$ cat config.mk
export PLATFORM = sky130hd
export DESIGN_NAME = jpeg_dc_huff_enc
export DESIGN_NICKNAME = d
export VERILOG_FILES = /design/src/rtl/jpeg_dc_huff_enc_pkg.sv /design/src/rtl/jpeg_dc_huff_enc_table.sv /design/src/rtl/jpeg_dc_huff_enc.sv
export SDC_FILE = /design/constraint.sdc
export NUM_CORES = 1
export LEC_CHECK = 0
export ABC_CLOCK_PERIOD_IN_PS = 11000
export CAP_MARGIN = 20
export CORE_ASPECT_RATIO = 1.75
export CORE_MARGIN = 10
export CORE_UTILIZATION = 30
export DETAILED_ROUTE_END_ITERATION = 8
export DONT_BUFFER_PORTS = 1
export PLACE_DENSITY = 0.5
export SETUP_SLACK_MARGIN = 0.02
export SLEW_MARGIN = 20
export SYNTH_ARGS = -nofsm -noshare
export SYNTH_HDL_FRONTEND = slang
export SYNTH_HIERARCHICAL = 1
export SYNTH_SLANG_ARGS = --single-unit
$ cat constraint.sdc
create_clock -name clk_i -period 11 [get_ports clk_i]
set_input_delay 2.2 -clock clk_i [delete_from_list [all_inputs] [get_ports clk_i]]
set_output_delay 2.2 -clock clk_i [all_outputs]
set_load 0.005 [all_outputs]
$ cat src/rtl/jpeg_dc_huff_enc_pkg.sv
// Shared types for the luma DC Huffman encoder: FSM states, widths and the
// standard Y DC code table (category -> code bits and code length).
package jpeg_dc_huff_enc_pkg;

    localparam int ACC_W = 32;
    localparam int CNT_W = 6;
    localparam int SYM_W = 20;

    typedef enum logic [1:0] {
        ST_IDLE  = 2'd0,
        ST_EMIT  = 2'd1,
        ST_STUFF = 2'd2
    } state_t;

    typedef struct packed {
        logic [3:0] width;
        logic [8:0] bits;
    } dc_code_t;

    // Code bits are right-aligned; width gives how many of them are sent.
    function automatic dc_code_t dc_code(input logic [3:0] cat);
        dc_code_t c;
        case (cat)
            4'd0:    c = '{width: 4'd2, bits: 9'b000000000};
            4'd1:    c = '{width: 4'd3, bits: 9'b000000010};
            4'd2:    c = '{width: 4'd3, bits: 9'b000000011};
            4'd3:    c = '{width: 4'd3, bits: 9'b000000100};
            4'd4:    c = '{width: 4'd3, bits: 9'b000000101};
            4'd5:    c = '{width: 4'd3, bits: 9'b000000110};
            4'd6:    c = '{width: 4'd4, bits: 9'b000001110};
            4'd7:    c = '{width: 4'd5, bits: 9'b000011110};
            4'd8:    c = '{width: 4'd6, bits: 9'b000111110};
            4'd9:    c = '{width: 4'd7, bits: 9'b001111110};
            4'd10:   c = '{width: 4'd8, bits: 9'b011111110};
            4'd11:   c = '{width: 4'd9, bits: 9'b111111110};
            default: c = '{width: 4'd0, bits: 9'b000000000};
        endcase
        return c;
    endfunction

endpackage

$ cat src/rtl/jpeg_dc_huff_enc_table.sv
// Combinational DC difference classifier: magnitude category plus the
// matching Huffman code from the standard luma DC table.
module jpeg_dc_huff_enc_table
    import jpeg_dc_huff_enc_pkg::*;
(
    input  logic [11:0] diff_i,
    output logic [3:0]  cat_o,
    output logic [8:0]  code_o,
    output logic [3:0]  code_w_o
);

    logic [11:0] mag;
    dc_code_t    code;

    always_comb begin
        mag = diff_i[11] ? (12'd0 - diff_i) : diff_i;
        // Category is the position of the highest set magnitude bit.
        cat_o = 4'd0;
        for (int i = 0; i < 12; i++) begin
            if (mag[i]) cat_o = 4'(i + 1);
        end
        code     = dc_code(cat_o);
        code_o   = code.bits;
        code_w_o = code.width;
    end

endmodule

$ cat src/rtl/jpeg_dc_huff_enc.sv
// Luma DC Huffman encoder: DPCM predictor, symbol formation, MSB-first byte
// packer. `JPEG_DC_ENC_STUFF_EN inserts 0x00 after every emitted 0xFF.
module jpeg_dc_huff_enc
    import jpeg_dc_huff_enc_pkg::*;
(
    input  logic        clk_i,
    input  logic        rst_i,
    input  logic        inport_valid_i,
    input  logic [10:0] inport_dc_i,
    output logic        inport_accept_o,
    input  logic        restart_i,
    input  logic        flush_i,
    output logic        outport_valid_o,
    output logic [7:0]  outport_data_o,
    output logic        outport_last_o,
    input  logic        outport_accept_i,
    output logic        idle_o
);

    state_t             state_q, state_d;
    logic [10:0]        pred_q, pred_d;
    logic [ACC_W-1:0]   acc_q, acc_d;
    logic [CNT_W-1:0]   cnt_q, cnt_d;
    logic               flush_pend_q, flush_pend_d;
    logic               last_flag_q, last_flag_d;
    logic               valid_q, valid_d;
    logic [7:0]         data_q, data_d;
    logic               last_q, last_d;
    logic               accept_q, accept_d;
    logic               idle_q, idle_d;

    logic [11:0]        diff;
    logic [3:0]         cat;
    logic [8:0]         code;
    logic [3:0]         code_w;
    logic [11:0]        amp_src;
    logic [SYM_W-1:0]   amp_mask;
    logic [SYM_W-1:0]   sym;
    logic [SYM_W-1:0]   sym_la;
    logic [4:0]         sym_len;
    logic [ACC_W-1:0]   sym_acc;
    logic [ACC_W-1:0]   pad;
    logic               transfer;

    jpeg_dc_huff_enc_table u_table (
        .diff_i   (diff),
        .cat_o    (cat),
        .code_o   (code),
        .code_w_o (code_w)
    );

    always_comb begin
        diff     = {inport_dc_i[10], inport_dc_i} - {pred_q[10], pred_q};
        // Negative differences send the low bits of diff-1 (ones' complement).
        amp_src  = diff - {11'd0, diff[11]};
        amp_mask = (20'd1 << cat) - 20'd1;
        sym      = ({11'd0, code} << cat) | ({8'd0, amp_src} & amp_mask);
        sym_len  = {1'b0, code_w} + {1'b0, cat};
        sym_la   = sym << (5'd20 - sym_len);
        // The accumulator is MSB-aligned; bits below the fill count stay zero.
        sym_acc  = {sym_la, 12'd0} >> cnt_q;
        pad      = (32'hFF00_0000 >> cnt_q) & 32'hFF00_0000;
        transfer = inport_valid_i & accept_q;

        state_d      = state_q;
        acc_d        = acc_q;
        cnt_d        = cnt_q;
        flush_pend_d = flush_pend_q | flush_i;
        last_flag_d  = last_flag_q;
        pred_d       = transfer ? inport_dc_i : pred_q;
        if (restart_i) pred_d = 11'd0;

        case (state_q)
            ST_IDLE: begin
                if (transfer) begin
                    acc_d = acc_q | sym_acc;
                    cnt_d = cnt_q + {1'b0, sym_len};
                    if (cnt_d >= 6'd8) state_d = ST_EMIT;
                end else if (flush_pend_q) begin
                    flush_pend_d = 1'b0;
                    if (cnt_q != 6'd0) begin
                        acc_d       = acc_q | pad;
                        cnt_d       = 6'd8;
                        last_flag_d = 1'b1;
                        state_d     = ST_EMIT;
                    end
                end
            end
            ST_EMIT: begin
                if (outport_accept_i) begin
                    acc_d   = acc_q << 8;
                    cnt_d   = cnt_q - 6'd8;
                    state_d = (cnt_d >= 6'd8) ? ST_EMIT : ST_IDLE;
`ifdef JPEG_DC_ENC_STUFF_EN
                    if (acc_q[31:24] == 8'hFF) state_d = ST_STUFF;
`endif
                end
            end
`ifdef JPEG_DC_ENC_STUFF_EN
            ST_STUFF: begin
                if (outport_accept_i) state_d = (cnt_q >= 6'd8) ? ST_EMIT : ST_IDLE;
            end
`endif
            default: state_d = ST_IDLE;
        endcase

        if (state_d == ST_IDLE) last_flag_d = 1'b0;

        // Outputs are registered from next-state values so they line up with state_q.
        valid_d  = (state_d != ST_IDLE);
        data_d   = (state_d == ST_EMIT) ? acc_d[31:24] : 8'h00;
`ifdef JPEG_DC_ENC_STUFF_EN
        last_d   = (state_d == ST_EMIT) ? (last_flag_d && (acc_d[31:24] != 8'hFF))
                                        : ((state_d == ST_STUFF) && last_flag_d);
`else
        last_d   = (state_d == ST_EMIT) && last_flag_d;
`endif
        accept_d = (state_d == ST_IDLE) && (cnt_d < 6'd8) && !flush_pend_d;
        idle_d   = (state_d == ST_IDLE) && (cnt_d == 6'd0) && !flush_pend_d;
    end

    always_ff @(posedge clk_i) begin
        if (!rst_i) begin
            state_q      <= ST_IDLE;
            pred_q       <= 11'd0;
            acc_q        <= '0;
            cnt_q        <= '0;
            flush_pend_q <= 1'b0;
            last_flag_q  <= 1'b0;
            valid_q      <= 1'b0;
            data_q       <= 8'h00;
            last_q       <= 1'b0;
            accept_q     <= 1'b0;
            idle_q       <= 1'b1;
        end else begin
            state_q      <= state_d;
            pred_q       <= pred_d;
            acc_q        <= acc_d;
            cnt_q        <= cnt_d;
            flush_pend_q <= flush_pend_d;
            last_flag_q  <= last_flag_d;
            valid_q      <= valid_d;
            data_q       <= data_d;
            last_q       <= last_d;
            accept_q     <= accept_d;
            idle_q       <= idle_d;
        end
    end

    assign inport_accept_o = accept_q;
    assign outport_valid_o = valid_q;
    assign outport_data_o  = data_q;
    assign outport_last_o  = last_q;
    assign idle_o          = idle_q;

endmodule
==> flow_summary.toml <==
[timing]
setup_violations = 0
hold_viol_final = 0
tightest_slew_ps = 899
final_max_slew_viol_count = 0
min_period_ps = 10480
slew_headroom = 0.401
fin_crit_sh = 0.953
rsz0062_at_grt = "true"
timing.fmax_ghz = 0.0954
clock_skew_ps = 7.52
setup_tns_ps = 0

[power_and_ir_drop]
power.internal_uw = 1400
pwr-share-comb = 0.835
p_per_area_nw_per_um2 = 365
p_sw_frac = 0.589
clockPowerShare = 0.089
power_frac_seq = 0.077
p_sw_uw = 2010
p_leak_uw = 0.00342
peakVddDrop_mv = 0.133

[clocking]
clock-root-buffer = "clkbuf_16"
cts_resized = 0
cts_tree = "built"
clock_path_buffers = 2
insertion_delay_ps = 350
cts.sinks = 65
cts_buffers = 9
path_clk_slew_ps = 60
post_cts_buffers = 0
ctsHoldBuffers = 0
cts.htree.levels = 3

[outcome]
status = "complete, no violations"

[die]
io_pins = 29
num_rows = 82
dieArea_um2 = 36200
initial_core_util = 0.303
coreArea_um2 = 28500
fp.dieH_um = 244
die_x_um = 148

[critical_path]
cp-end-kind = "register"
cp.arrival_ps = 10740
setup.worst_path.start_class = "primary input"
critPathKind = "primary input to register"
worstPathMaxFanout = 19
cp_slowest_cell = "a31oi_1"
critPathRequiredTime_ps = 11260
critPathMaxStageDelay_ps = 540

[placed_design]
gp_congestion = 0.976
port_buffers = 0
place.detailed.hpwl_um = 28200

[job]
drv_cap = 0

[synth]
synth_fp_nets = 1295
synth_xor_area_frac = 0.0310
synth-edff-count = 0
synth_adder_area_share = 0.0504
synth-compound-area-share = 0.326
synth_cell_type_count = 92
synthCells = 1245
async_flop_share = 0
ys_ff_latch = 65
synth.avg_cell_area_um2 = 6.94
yosysSeqAreaShare = 0.151
yosys.area_share.simple = 0.275
synth_top_family_by_area = "compound AO/OA/AOI/OAI gates"
syn-cell-area_um2 = 8640
synth_mux_area_frac = 0.106
synth_warnings = 6
ys.flop_type = "dfxtp_1"

[final_layout]
finish.utilization = 0.328
n_antenna_cell = 0
drive_gt1_frac = 0.0912
syn_to_final_growth_pct = 8.29
final_nets = 1253

[routing]
post_drt_wl_per_cell_um = 22.2
final_antenna_net_count = 0
post-route-drc-count = 0
dr_total_vias = 9534
vias_per_cell = 6.02
drt-initial-drc-count = 761
wirelength_um = 35200
dr.pass1.iters = 5

[global_route]
grt_pass1_wl_um = 54500
track_usage = 0.189
antenna_found_initial = 0
grt_max_degree = 41
grt_pass1_vias = 9373
grt-ovfl-total = 0

[worst_hold_path]
hold_path.class = "register to register"
placed cells by master, fill, tap and decap left out, types with 8 or more instances in the layout:
cell,n
mux2i_1,42
o21ai_0,66
a211oi_1,22
inv_1,48
nor3_1,43
mux4_2,10
and3_1,14
o21a_1,10
a21o_1,18
a22oi_1,16
nand3_1,42
nand4_1,14
a31oi_1,24
xnor2_1,17
and2_1,27
o21ai_1,10
nor2_1,147
a211o_1,10
dfxtp_1,65
a21oi_1,84
xor2_1,9
mux2_2,23
buf_4,29
nor2b_1,17
o22ai_1,17
o31ai_1,10
nand2_1,145
or3_1,8
o221ai_1,8
ha_1,30
clkbuf_16,9
metrics by stage:
| stage | setup WS, ps | std cells | cell area, um^2 | hold WS (ps) | power (uW) |
|---|---|---|---|---|---|
| floorplan | 1120 | 1245 | 8640 | 427 | 2130 |
| global placement | 145 | 1570 | 9030 | 442 | 3010 |
| detailed placement | 68.0 | 1570 | 9030 | 448 | 3000 |
| CTS | 382 | 1584 | 9330 | 455 | 3320 |
| global route | 10.3 | 1584 | 9350 | 479 | 3630 |
| finish | 517 | 1584 | 9350 | 455 | 3410 |
Yosys cell counts (all sizes together) (7+ instances only):
cell type / count / area, um^2
nor3: 44 / 220
buf: 14 / 67.6
a211o: 10 / 87.6
nand4: 14 / 87.6
a21o: 18 / 135
a21oi: 84 / 420
o22ai: 18 / 119
nor2b: 17 / 106
and3: 16 / 110
ha: 30 / 375
o21a: 11 / 83.8
and2: 27 / 169
mux2i: 42 / 420
nand2b: 7 / 43.8
nand3: 42 / 210
xnor2: 18 / 158
inv: 50 / 188
mux2: 24 / 270
o31ai: 10 / 75.1
nor4: 7 / 56.3
o21ai: 77 / 385
or3: 8 / 50.1
dfxtp: 65 / 1300
or4: 8 / 67.6
a22oi: 16 / 120
nor2: 147 / 552
mux4: 10 / 225
a31oi: 26 / 163
clkbuf: 68 / 255
xor2: 10 / 87.6
a211oi: 23 / 178
a221oi: 8 / 76.3
nand2: 145 / 544
o221ai: 8 / 70.1
cell families (layout without fill, tap and decap cells):
logic type	after synthesis	in the layout
adders and majority gates	33	33
and+or+nand+nor	503	503
xor gates and xnor gates	29	29
buffers and inverters	134	95
other	1	1
muxes	76	76
AOI/OAI and AO/OA	404	404
DFF	65	65
metal layers:
metal | global-route usage | part of all wire | vias to the layer above
li1 | - | - | 4559
met1 | 0.180 | 0.35 | 4537
met2 | 0.364 | 0.55 | 312
met3 | 0.0146 | 0.029 | 126
met4 | 0.140 | 0.076 | 0
met5 | 0 | 0 | -
flip-flops by register name, indices dropped and copies added, names as in the netlist, 2 cells and up:
register	count
outport_data_o	8
cnt_q	6
acc_q	32
state_q	2
pred_q	11
critical path: cells and delay by family:
| family | cells | cell delay [ps] |
|---|---|---|
| AOI/OAI and AO/OA | 11 | 3130 |
| and+or+nand+nor | 7 | 1920 |
| adders and majority gates | 6 | 1860 |
| buffers and inverters | 5 | 800 |
| xor gates and xnor gates | 2 | 490 |
| muxes | 1 | 310 |
power by group through the flow:
stage	logic [uW]	registers (uW)	clock network [uW]
after global placement	2750	267	0
after CTS	2750	262	305
after detailed placement	2730	267	0
after global routing	3050	263	314
final	2850	262	302
after floorplan	1880	258	0
final cells by class:
| class | instances | area (um^2) |
|---|---|---|
| fill | 3216 | 19200 |
| multi-input combinational | 1046 | 6860 |
| sequential | 65 | 1300 |
| tap | 378 | 473 |
| clock buffer | 10 | 229 |
| timing repair buffer | 29 | 218 |
| inverter | 52 | 199 |
| clock inverter | 4 | 70.1 |
worst paths after layout:
check | slack (ps) | start | depth (start not counted) | end
worst max-delay path | 520 | inport_dc_i[0] | 32 | acc_q[10]
worst min-delay path | 460 | pred_q[6] | 2 | pred_q[6]
worst max register to register | 2050 | pred_q[0] | 31 | acc_q[10]
worst min register to register | 460 | pred_q[6] | 2 | pred_q[6]
(Power assumes the default switching activity.)
